## src/rtl/arith_acc_ctrl.sv

```systemverilog
// rtl/arith_acc_ctrl.sv - command-driven accumulator controller in front of arithmetic_unit
module arith_acc_ctrl #(
    parameter int WIDTH = 8,
    parameter int CNT_W = 8
) (
    input  logic             clk,
    input  logic             rst_n,
    input  logic             cmd_valid,
    output logic             cmd_ready,
    input  logic [2:0]       cmd_op,
    input  logic [WIDTH-1:0] cmd_operand,
    output logic [WIDTH-1:0] au_a,
    output logic [WIDTH-1:0] au_b,
    output logic [1:0]       au_sel,
    input  logic [WIDTH-1:0] au_result,
    output logic             rsp_valid,
    input  logic             rsp_ready,
    output logic [WIDTH-1:0] acc,
    output logic             flag_zero,
    output logic             flag_neg,
    output logic             rsp_err,
    output logic [CNT_W-1:0] op_count
);

    localparam logic [2:0] OP_LOAD = 3'd0;
    localparam logic [2:0] OP_ADD  = 3'd1;
    localparam logic [2:0] OP_INC  = 3'd2;
    localparam logic [2:0] OP_SUB  = 3'd3;
    localparam logic [2:0] OP_DEC  = 3'd4;
    localparam logic [2:0] OP_CLR  = 3'd5;

    typedef enum logic [1:0] {
        S_IDLE = 2'd0,
        S_EXEC = 2'd1,
        S_RESP = 2'd2
    } state_t;

    state_t     state;
    state_t     state_nxt;
    logic [2:0] op_q;
    logic       accept;
    logic       rsp_done;

    assign accept    = cmd_valid & cmd_ready;
    assign rsp_done  = rsp_valid & rsp_ready;
    assign flag_zero = (acc == '0);
    assign flag_neg  = acc[WIDTH-1];

    // State register; reset anywhere aborts the op in flight.
    always_ff @(posedge clk or negedge rst_n) begin
        if (!rst_n) begin
            state <= S_IDLE;
        end else begin
            state <= state_nxt;
        end
    end

    // Next-state and handshake outputs; cmd_ready is held low while reset is asserted.
    always_comb begin
        state_nxt = state;
        cmd_ready = 1'b0;
        rsp_valid = 1'b0;
        case (state)
            S_IDLE: begin
                cmd_ready = rst_n;
                if (cmd_valid && rst_n) begin
                    state_nxt = S_EXEC;
                end
            end
            S_EXEC: begin
                state_nxt = S_RESP;
            end
            S_RESP: begin
                rsp_valid = 1'b1;
                if (rsp_ready) begin
                    state_nxt = S_IDLE;
                end
            end
            default: begin
                state_nxt = S_IDLE;
            end
        endcase
    end

    // Operand capture on accept: arithmetic_unit inputs then stay frozen through EXEC.
    always_ff @(posedge clk or negedge rst_n) begin
        if (!rst_n) begin
            op_q   <= OP_LOAD;
            au_a   <= '0;
            au_b   <= '0;
            au_sel <= 2'b00;
        end else if (accept) begin
            op_q <= cmd_op;
            au_a <= acc;
            au_b <= cmd_operand;
            case (cmd_op)
                OP_ADD:  au_sel <= 2'b00;
                OP_INC:  au_sel <= 2'b01;
                OP_SUB:  au_sel <= 2'b10;
                OP_DEC:  au_sel <= 2'b11;
                default: au_sel <= au_sel;
            endcase
        end
    end

    // Accumulator and error update in the single EXEC cycle; au_b doubles as the LOAD value.
    always_ff @(posedge clk or negedge rst_n) begin
        if (!rst_n) begin
            acc     <= '0;
            rsp_err <= 1'b0;
        end else if (state == S_EXEC) begin
            rsp_err <= 1'b0;
            case (op_q)
                OP_ADD, OP_INC, OP_SUB, OP_DEC: acc <= au_result;
                OP_LOAD:                        acc <= au_b;
                OP_CLR:                         acc <= '0;
                default:                        rsp_err <= 1'b1;
            endcase
        end
    end

    // Completed-response counter, wraps naturally; illegal ops count too.
    always_ff @(posedge clk or negedge rst_n) begin
        if (!rst_n) begin
            op_count <= '0;
        end else if (rsp_done) begin
            op_count <= op_count + 1'b1;
        end
    end

endmodule

```

## config.mk

```make
export PLATFORM = sky130hd
export DESIGN_NAME = arith_acc_ctrl
export DESIGN_NICKNAME = d
export VERILOG_FILES = /design/src/rtl/arith_acc_ctrl.sv
export SDC_FILE = /design/constraint.sdc
export NUM_CORES = 1
export LEC_CHECK = 0
export BUFFER_PORTS_ARGS = -buffer_cell sky130_fd_sc_hd__buf_4
export CAP_MARGIN = 30
export CORE_UTILIZATION = 40
export DETAILED_ROUTE_END_ITERATION = 6
export PLACE_DENSITY = 0.66
export SLEW_MARGIN = 20
export SYNTH_ARGS = -nofsm -noshare
export SYNTH_HDL_FRONTEND = slang
export SYNTH_SLANG_ARGS = --single-unit
```

## constraint.sdc

```tcl
create_clock -name clk -period 2.6 [get_ports clk]
set_clock_uncertainty 0.1 [all_clocks]
set_input_delay 0.52 -clock clk [delete_from_list [all_inputs] [get_ports clk]]
set_output_delay 0.52 -clock clk [all_outputs]
set_load 0.02 [all_outputs]
```

; ---- Word-level counts from Yosys, hierarchy flattened
; Cells that the tools add are included.
[totals]
ff_bits = 40
in_bits = 23
elab_cells = 43
[classes]
n_addsub = 1
eq_ne = 13
n_mux = 8
n_bitwise = 2
reduce_logical = 11
[ops]
columns = operator, n
row1 = case mux 8 bit (3 select lines), 1
row2 = equality test 3 x 2 -> 1 bit (second input constant), 4
row3 = equality test 3 bit (second input constant), 3
row4 = adder 8 x 1 -> 8 bit (second input constant), 1
row5 = logical NOT 8 bit, 1
row6 = case mux 2 bit (4 select lines), 1
row7 = equality test 3 x 1 -> 1 bit (second input constant), 2
row8 = case mux 2 bit (3 select lines), 1
row9 = AND reduction 2 bit, 3
row10 = OR reduction 6 bit, 1
row11 = 2-to-1 mux 2 bit, 2
row12 = != test 2 bit (second input constant), 2
row13 = nonzero test 4 bit, 1
row14 = OR reduction 4 bit, 1
row15 = logical NOT 3 bit, 1
row16 = 2-to-1 mux 1 bit, 3
row17 = nonzero test 3 bit, 1
row18 = AND 1 bit, 2
row19 = equality test 2 x 1 -> 1 bit (second input constant), 1
row20 = equality test 2 bit (second input constant), 1
row21 = logical NOT 2 bit, 1
row22 = logical AND 1 bit, 1

; ---- Logic depth before layout (Yosys ltp)
[depth]
ltp_word = 4
ltp_mapped = 5
depth_no_buf = 4

; ---- Worst setup path before layout
; OpenSTA, ideal clock, no wires.
[synth_timing]
path_type = register to output
from = register acc[5]
to = output flag_zero
arrival_ps = 1291
required_time_ps = 1980
slack_ps = 689
stages_incl_launch_ff = 3
n_path_buf = 0
path_cell_list = dfrtp_1 or4_1 nor2_1
[synth_via]
elab_chain_cells = 1
[synth_lines]
columns = element, line
row1 = "start, declared", 18  ; output logic [WIDTH-1:0] acc,
row2 = "start signal, assigned", 114  ; OP_ADD, OP_INC, OP_SUB, OP_DEC: acc <= au_result;
row3 = "start signal, assigned", 115  ; OP_LOAD: acc <= au_b;
row4 = logical NOT 8 bit, 46  ; assign flag_zero = (acc == '0);
row5 = "end, declared", 19  ; output logic flag_zero,
; No other way between the ends.

; ---- Worst setup path after layout
[layout_timing]
from = input rst_n
to = output cmd_ready
[layout_via]
elab_chain_cells = 1
[layout_lines]
columns = element, line
row1 = "start, declared", 7  ; input logic rst_n,
row2 = 2-to-1 mux 1 bit, 63  ; case (state)
row3 = "end, declared", 9  ; output logic cmd_ready,
; No other way between the ends.

==> out/qor_table.md <==
| Step | Metric | Reported |
|:---|:---|:---|
| route | Vias | 1,435 |
| place | Worst slack, placed | 788 ps |
| layout | Area grow syn2layout | 32.5% |
| floorplanning | Starting density of the core | 0.416 |
| cts | CTS clk-pin slew, worst paths | 70 ps |
| pwr | Part of the total power dissipated in sequential elements | 0.435 |
| route | Post-detailed-route count of antenna-violating nets | 0 |
| layout | Count of inserted antenna diode cells | 0 |
| floorplanning | Placeable core region | 4320 µm² |
| synth | Largest area contributor in the synthesized netlist | sky130_fd_sc_hd__dfrtp_1 |
| layout | Fill cell instance count of the final layout | 428 |
| synth | Top cells by area, synth | sky130_fd_sc_hd__dfrtp_1, sky130_fd_sc_hd__nand2_1, sky130_fd_sc_hd__mux2_2 |
| cts | Buffers inserted by post-CTS timing repair | 0 |
| floorplanning | Floorplan die area | 4770 µm² |
| pwr | Net switching fraction of the power | 0.392 |
| route | Vias per cell | 4.97 |
| synth | Flip-flop cell with the highest count after synthesis | sky130_fd_sc_hd__dfrtp_1 |
| route | Initial DRT Pass Iterations | 4 |
| run status | Run status | finished clean |
| floorplanning | Horizontal die dimension | 69.0 µm |
| cts | Clk sinks | 40 |
| cts | CTS buffer count | 5 |
| synth | Gate Count Post-Synth | 172 |
| floorplanning | Height of the die | 69.0 µm |
| flow run | Max-capacitance violation count | 0 |
| route | Iter 0 DRT Violations | 80 |
| setup path | Critical path peak fanout | 7 |
| synth | Async set-reset flop share out of synthesis | 1.00 |
| setup path | Type of destination of the critical path | output pin |
| sta | Worst hold slack | 313 ps |
| synth | Fraction of synthesized cell area taken by the top area cell type | 0.557 |
| setup path | Critical path data arrival time | 1640 ps |
| pwr | Worst-case vdd ir drop | 382 µV |
| sta | Worst Tran Pin Value | 558 ps |
| sta | Share of the cycle needed by the critical path after routing | 0.869 |
| synth | Post-synthesis area per instance | 10.5 µm² |
| synth | Count of flip-flops with a built-in enable after synthesis | 0 |
| synth | Sequential-to-total area share from yosys stat | 0.557 |
| pwr | Switching power | 0.000925 W |
| synth | Post-synthesis cell area | 1800 µm² |
| synth | Synth unique cells | 31 |
| route | DRC violations left | 0 |
| sta | Pins Over Slew Limit | 0 |
| cts | Cell chosen for the clock root | sky130_fd_sc_hd__clkbuf_8 |
| global route | Initial antenna violation count | 0 |
| global route | Wire length of the first global-routing pass | 6880 µm |
| sta | Max Clock Freq | 0.443 GHz |
| layout | Count of nets after finishing | 261 |
| worst hold path | Tightest Hold Check Type | primary input to flip-flop |
| sta | Total Negative Setup Slacks | 0 ps |
| place | GPL Wtd Cong | 0.815 |
| pwr | Power density relative to cell area | 991 nW/µm² |
| layout | Commonest cells after routing, fill and taps aside | sky130_fd_sc_hd__buf_4, sky130_fd_sc_hd__nand2_1, sky130_fd_sc_hd__dfrtp_1, sky130_fd_sc_hd__o21ai_0, sky130_fd_sc_hd__a21oi_1 |
| synth | Post-synthesis register bit count | 40 |
| route | Overall routed net length | 3940 µm |
| pwr | Total internal power | 0.00144 W |
| sta | Setup repair after global routing missed its margin | no |
| setup path | Data required time of the critical path | 1980 ps |
| setup path | Critical Path Start Type | primary input |
| layout | Most common library cell in the layout ignoring fill and taps | sky130_fd_sc_hd__buf_4 |
| floorplanning | Core Rows | 24 |
| place | Count of buffers from port buffering | 61 |
| global route | Aggregate global routing overflow | 0 |
| sta | Shortest period the worst path allows | 2260 ps |
| cts | Htree depth | 2 |
| global route | Pin count of the biggest net entering global routing | 37 |
| layout | Proportion of layout cells with a drive suffix above 1 | 0.354 |
| global route | Combined global-route utilization of all metal layers | 0.182 |
| cts | Clk buf depth | 2 |
| cts | Latest clock arrival within the worst-skew pair | 290 ps |
| pwr | Leakage | 1.16 nW |
| pwr | Part of the total power dissipated in combinational logic | 0.398 |
| synth | Mapped Nets | 196 |
| place | Post-detailed-placement half-perimeter wirelength | 2880 µm |
| setup path | Kind of critical path | primary input to output pin |
| synth | Synth warn | 0 |
| global route | Via count of the first global-routing pass | 1,444 |
| floorplanning | Number of placed I/O pins | 62 |
| route | Detailed-route wire length per cell | 13.6 µm |
| pwr | Relative contribution of the clock network to total power | 0.166 |
| sta | Headroom to the max-slew limit | 0.627 |
| sta | Final-report setup violation count | 0 |
| sta | Worst-case setup margin in the final layout | 342 ps |
| sta | Hold Violations, Final | 0 |
| cts | Clock tree from TritonCTS | yes |
## per-layer routing
metal	track usage	routed length (µm)	vias up
met2	0.282	1840	41
met5	0	0	-
met4	0.0907	114	0
met3	0.0439	173	11
li1	-	-	712
met1	0.239	1810	671
## path summary, 6_finish.rpt
check | from | to | slack (ps) | cells past startpoint
worst max-delay path | rst_n | cmd_ready | 340 | 4
worst min-delay path | cmd_operand[2] | au_b[2] | 310 | 3
worst max register to register | state[1] | au_sel[1] | 900 | 4
worst min register to register | op_count[7] | op_count[7] | 360 | 1
max in group asynchronous | rst_n | au_sel[1] | 1280 | 3
min in group asynchronous | rst_n | op_count[2] | 490 | 2
## metrics by stage
| stage | area, µm² | instances | util | power (W) |
|---|---|---|---|---|
| final | 2380 | 289 | 0.551 | 0.00236 |
| after global routing | 2380 | 289 | 0.551 | 0.00251 |
| after CTS | 2380 | 289 | 0.551 | 0.00238 |
| after detailed placement | 2290 | 281 | 0.531 | 0.00198 |
| after global placement | 2290 | 281 | 0.531 | 0.00197 |
| after floorplan | 1800 | 172 | - | 0.00154 |
## critical path: stages
cell and delay (ps):
sky130_fd_sc_hd__dlygate4sd3_1 540, sky130_fd_sc_hd__buf_4 160, sky130_fd_sc_hd__nor3b_1 230, sky130_fd_sc_hd__buf_4 180
## Yosys cell counts (2+ instances only)
cell / number
sky130_fd_sc_hd__a21oi_1: 10
sky130_fd_sc_hd__nor2_1: 6
sky130_fd_sc_hd__o21ai_0: 10
sky130_fd_sc_hd__nor3_1: 2
sky130_fd_sc_hd__mux2_2: 8
sky130_fd_sc_hd__clkbuf_1: 2
sky130_fd_sc_hd__nand3_1: 3
sky130_fd_sc_hd__a31oi_1: 8
sky130_fd_sc_hd__buf_4: 3
sky130_fd_sc_hd__dfrtp_1: 40
sky130_fd_sc_hd__nand2b_1: 3
sky130_fd_sc_hd__or4_1: 2
sky130_fd_sc_hd__xnor2_1: 4
sky130_fd_sc_hd__inv_1: 3
sky130_fd_sc_hd__xor2_1: 4
sky130_fd_sc_hd__nand2_1: 49
## area by class of cell
type                    count  area [µm²]  area share
clock buffers               6        72.6      0.0305
multi-input cells         123         744       0.313
flip-flops and latches     40        1000       0.420
clock inverters             1        5.00     0.00210
well taps                  52        65.1      0.0273
inverters                   3        11.3     0.00473
repair buffers             64         483       0.203
## power by group through the flow
stage / sequential (W) / combinational, W / clock [W]
final: 0.00103 / 0.000940 / 0.000393
after detailed placement: 0.00104 / 0.000943 / 0
after CTS: 0.00103 / 0.000949 / 0.000401
after global placement: 0.00103 / 0.000948 / 0
after floorplan: 0.00122 / 0.000319 / 0
after global routing: 0.00106 / 0.00101 / 0.000430
## logic make-up after synthesis
group	count (synthesis)	synth area share
buffers and inverters	9	0.0292
multiplexers	8	0.0501
AO/OA/AOI/OAI	31	0.0981
flip-flops	40	0.557
XOR/XNOR	9	0.0480
adder cells (fa/ha/maj)	1	0.00696
AND/OR/NAND/NOR	74	0.211
## state kept, by name, indices dropped and copies added, names as in the netlist
register,cells
au_b,8
acc,8
op_count,8
state,2
au_sel,2
au_a,8
rsp_err,1
op_q,3
## what timing repair did
| item | 4_1_cts | 5_1_grt |
|---|---|---|
| resized for setup | 0 | 0 |
| hold endpoints to repair | 4 | 0 |
| hold buffers | 1 | 0 |
Note: power is estimated with default switching activity, not from simulation.
